[config.mk]
export PLATFORM = sky130hd
export DESIGN_NAME = mmcm_drp_responder
export DESIGN_NICKNAME = d
export VERILOG_FILES = /design/src/rtl/mmcm_drp_responder.sv
export SDC_FILE = /design/constraint.sdc
export NUM_CORES = 2
export LEC_CHECK = 0
export CORE_ASPECT_RATIO = 0.6
export CORE_UTILIZATION = 55
export CTS_CLUSTER_SIZE = 24
export DETAILED_ROUTE_END_ITERATION = 8
export PLACE_DENSITY = 0.73
export SLEW_MARGIN = 0
export SYNTH_ARGS = -nofsm -noshare
export SYNTH_HDL_FRONTEND = slang
export SYNTH_SLANG_ARGS = --single-unit
[constraint.sdc]
create_clock -name clk_usb -period 2.81 [get_ports clk_usb]
set_clock_uncertainty 0.1 [all_clocks]
set_input_delay 0.562 -clock clk_usb [delete_from_list [all_inputs] [get_ports clk_usb]]
set_output_delay 0.562 -clock clk_usb [all_outputs]
set_load 0.02 [all_outputs]
[src/rtl/mmcm_drp_responder.sv]
// Behavioural stand-in for the MMCM DRP port: a 128 x 16 register file answered
// after a fixed latency, plus a simple lock model driven by DRP writes and drp_reset.
//
// state | meaning
// IDLE  | waiting for drp_den
// WAIT  | transaction accepted, latency counter running
// RESP  | drp_drdy high for this one cycle
module mmcm_drp_responder #(
    parameter int unsigned pLATENCY     = 4,
    parameter int unsigned pLOCK_CYCLES = 16,
    parameter logic [15:0] pINIT        = 16'h0000
) (
    input  logic        clk_usb,
    input  logic        reset_n,
    input  logic [6:0]  drp_addr,
    input  logic        drp_den,
    input  logic [15:0] drp_din,
    input  logic        drp_dwe,
    output logic [15:0] drp_dout,
    output logic        drp_drdy,
    input  logic        drp_reset,
    output logic        locked,
    output logic        busy,
    output logic        err
);
    typedef enum logic [1:0] {IDLE, WAIT, RESP} state_t;

    localparam logic [3:0] CNT_LOAD = 4'(pLATENCY - 1);
    localparam logic [7:0] LOCK_TC  = 8'(pLOCK_CYCLES);
    localparam logic       LAT1     = (pLATENCY == 1);

    state_t      state;
    logic [3:0]  cnt;
    logic [6:0]  addr_q;
    logic [15:0] din_q;
    logic        dwe_q;
    logic [15:0] mem [128];
    logic [7:0]  lock_cnt;
    logic        count_en;

    logic        accept;
    logic        enter_resp;
    logic        write_done;
    logic [6:0]  tgt_addr;
    logic [15:0] tgt_din;
    logic        tgt_we;

    assign accept     = (state == IDLE) && drp_den;
    assign enter_resp = (accept && LAT1) || ((state == WAIT) && (cnt == 4'd1));
    // With a latency of one the completing edge is also the capture edge.
    assign tgt_addr   = accept ? drp_addr : addr_q;
    assign tgt_din    = accept ? drp_din  : din_q;
    assign tgt_we     = accept ? drp_dwe  : dwe_q;
    assign write_done = enter_resp && tgt_we;
    assign busy       = (state != IDLE);

    always_ff @(posedge clk_usb or negedge reset_n) begin
        if (!reset_n) begin
            state    <= IDLE;
            cnt      <= 4'd0;
            addr_q   <= 7'd0;
            din_q    <= 16'd0;
            dwe_q    <= 1'b0;
            drp_drdy <= 1'b0;
            drp_dout <= 16'd0;
            err      <= 1'b0;
        end else begin
            drp_drdy <= 1'b0;
            if (drp_den && (state != IDLE))
                err <= 1'b1;
            case (state)
                IDLE: begin
                    if (drp_den) begin
                        addr_q <= drp_addr;
                        din_q  <= drp_din;
                        dwe_q  <= drp_dwe;
                        cnt    <= CNT_LOAD;
                        state  <= LAT1 ? RESP : WAIT;
                    end
                end
                WAIT: begin
                    cnt <= cnt - 4'd1;
                    if (cnt == 4'd1)
                        state <= RESP;
                end
                RESP:    state <= IDLE;
                default: state <= IDLE;
            endcase
            if (enter_resp) begin
                drp_drdy <= 1'b1;
                if (!tgt_we)
                    drp_dout <= mem[tgt_addr];
            end
        end
    end

    always_ff @(posedge clk_usb or negedge reset_n) begin
        if (!reset_n) begin
            for (int i = 0; i < 128; i++)
                mem[i] <= pINIT;
        end else if (write_done) begin
            mem[tgt_addr] <= tgt_din;
        end
    end

    // drp_reset outranks a completing write so a same-cycle reset re-arms the counter.
    always_ff @(posedge clk_usb or negedge reset_n) begin
        if (!reset_n) begin
            lock_cnt <= 8'd0;
            locked   <= 1'b0;
            count_en <= 1'b1;
        end else if (drp_reset) begin
            lock_cnt <= 8'd0;
            locked   <= 1'b0;
            count_en <= 1'b1;
        end else if (write_done) begin
            lock_cnt <= 8'd0;
            locked   <= 1'b0;
            count_en <= 1'b0;
        end else if (count_en && !locked) begin
            lock_cnt <= lock_cnt + 8'd1;
            if (lock_cnt + 8'd1 == LOCK_TC)
                locked <= 1'b1;
        end
    end
endmodule
==> results_dict.tcl <==
set metrics [dict create \
    port_buffers 47 \
    drive_gt1_share_pct 20.4 \
    start_kind "flop" \
    cp_slowest_cell "a222oi_1" \
    clk_pin_slew_ps 70 \
    path_class "reg2reg" \
    ys.flop_type "dfrtp_1" \
    hold_class "in2reg" \
    routed_wl_um 348000 \
    clock_latency_ps 880 \
    netlist_instances 9472 \
    yosys-top-cells-count "2,105 x dfrtp_1, 1,697 x a21oi_1, 1,670 x nor2_1, 1,030 x nand2_1, 559 x o21ai_0" \
    overflow 0 \
    root_buffer "clkbuf_16" \
    post_drt_via_cell_ratio 6.66 \
    hpwlAfterDp_um 220000 \
    syn_nets 9503 \
    ys_warn_count 0 \
    cp.required_ps 3450 \
    clock-sinks 2106 \
    synth_top_area_share_pct 58.8 \
    crit_chain "nor3b_4 > buf_12 > mux2_8 > buf_16 > buf_8 > a222oi_1 > a31oi_2 > a21oi_2 > a31oi_1" \
    synthTopCellsByArea "dfrtp_1 59%, a21oi_1 9.5%, nor2_1 7.0%" \
    rows 114 \
    p_per_area_nw_per_um2 1010 \
    io_pins 48 \
    rsz0062_at_grt "yes" \
    die_h_um 315 \
    cts_tree "yes" \
    wl_per_cell_um 28.3 \
    final_nets 10000 \
    grt_pass1_vias 76300 \
    syn_area_um2 89600 \
    die_width_um 523 \
    antenna_left 0 \
    setup_viol_count_final 2072 \
    status "complete, but fails checks" \
    avgSynthCellArea_um2 9.46 \
    r2r_cells 9 \
    tns_ps -783920 \
    start_util_pct 55.5 \
    die_area_um2 165000 \
    drv_slew 1 \
    fin_area_um2 114000 \
    cap_violations 0 \
    pre_cts_ws_ps -2080 \
    cp_max_fo 5 \
    relSlewSlack_pct -2.29 \
    fin_crit_ps 4050 \
    arrival_ps 4690 \
    ys_seq_elements 2106 \
    max_freq_mhz 247 \
    cp_slowest_stage_delay_ps 1260 \
    tightest_slew_ps 1530 \
    synth_seq_area_share_pct 58.8 \
    drc 5 \
    drt-initial-drc-count 13100 \
    hold_depth 2 \
    grt_max_degree 117 \
    antenna_found_initial 20 \
    leakage_nw 51.6 \
    power.total_mw 115 \
    cts.path.max_buffers 4 \
    cts_buffers 195 \
    post-synth-top-count-cell "dfrtp_1" \
    synth.distinct_cells 68 \
    syn_to_final_growth_pct 27.0 \
    gp_congestion 1.00 \
    synth_edf_count 0 \
    first_pass_iters 9 \
    num_vias 82000 \
    place_inst 11800 \
    grt_util_all_layers_pct 40.3 \
    h-tree-depth 4 \
    fin_ws_ps -1240 \
    synth.largest_area_cell "dfrtp_1" \
    failed_checks "DRC, slew limit, setup timing" \
    hold_viol_final 0 \
    design.core.area_um2 161000 \
    synthArstFlopShare_pct 100 \
    end_kind "flop" \
    fin_cells 12300 \
    min_period_over_period_pct 144 \
    grt_pass1_wl_um 495000 \
    vdd_drop_max_mv 0.665 \
    dpl-instance-area_um2 101000 \
]
-- registers in the layout, summed over array words and instances (netlist names), 2 cells and up --
| name | count |
|---|---|
| din_q | 16 |
| mem | 2048 |
| cnt | 4 |
| addr_q | 7 |
| lock_cnt | 8 |
| state | 2 |
| drp_dout | 16 |
-- worst paths after layout --
path                                      start                        to  slack [ps]
setup / recovery           state[0]$_DFFE_PN0P_  drp_dout[15]$_DFFE_PN0P_       -1240
setup reg to reg           state[0]$_DFFE_PN0P_  drp_dout[15]$_DFFE_PN0P_       -1240
min in group asynchronous               reset_n      mem[289]$_DFFE_PN0P_         200
hold / removal                        drp_reset      count_en$_DFFE_PN1N_         170
hold reg to reg            mem[228]$_DFFE_PN0P_      mem[228]$_DFFE_PN0P_         380
max in group asynchronous               reset_n      mem[905]$_DFFE_PN0P_        1130
-- per-stage QoR --
stage	utilization, %	hold slack (ps)
floorplan	-	166
global placement	62.8	360
detailed placement	62.8	369
CTS	68.4	150
global route	70.5	178
finish	70.5	173
-- layout by cell type (no fill, tap or decap), types with 18 or more instances in the layout --
master	count
a22oi_2	30
clkbuf_1	55
buf_4	731
a21oi_1	1680
nand2_4	42
nor2_2	76
nand3_1	183
clkinv_2	22
o21ai_2	50
clkdlybuf4s50_1	46
a22o_1	83
a221oi_2	51
mux2i_1	188
a222oi_1	75
buf_6	65
a31oi_1	61
a221oi_1	46
clkbuf_16	228
o21ai_0	464
a22oi_1	269
nand2_2	28
buf_12	345
nor2_1	1568
inv_1	26
dfrtp_1	2105
nand2_1	946
a32oi_1	18
o22ai_1	63
nor2_4	26
o21ai_1	41
buf_8	28
and3_1	25
mux2i_4	32
clkbuf_8	43
-- final cells by class --
type	count	area (µm²)
tap	2146	2690
inverter	31	131
antenna	14	35.0
multi-input combinational	6407	36400
fill	11000	47600
clock buffer	295	5730
clock inverter	50	742
sequential	2106	52700
timing repair buffer	1273	15500
-- layer usage --
metal,global-route usage (%),part of all wire [%]
met1,57.4,38
met2,52.8,39
met4,13.5,4.4
met5,2.19,0.30
met3,20.0,18
-- power by group --
group | total, mW | leakage, nW | switching, mW | internal, mW
sequential | 38.2 | 29.2 | 3.27 | 34.9
clock | 27.6 | 3.17 | 12.0 | 15.6
combinational | 49.7 | 19.2 | 31.2 | 18.5
-- logic make-up after synthesis --
family | share of synthesized area (%)
AOI/OAI and AO/OA | 20.4
xor gates and xnor gates | 0.0782
adders and majority gates | 0.0419
buffers and inverters | 4.55
DFF | 58.8
muxes | 2.86
and+or+nand+nor | 13.3
-- worst max-delay path: cells and delay by family, from the launching register on --
family	cells	cell delay, ps
flops	1	420
compound gates	4	2220
buf+inv	3	460
simple gates	1	300
mux	1	410
-- timing repair --
| action | 4_1_cts | 5_1_grt |
|---|---|---|
| gates resized for setup | 283 | 556 |
| hold buffers | 1 | 0 |
| setup endpoints to repair | 2029 | 2072 |
| pin swaps | 83 | 189 |
| gates cloned | 24 | 35 |
| endpoints found under the hold margin | 608 | 0 |
| buffers inserted | 67 | 67 |
(Power assumes the default switching activity.)
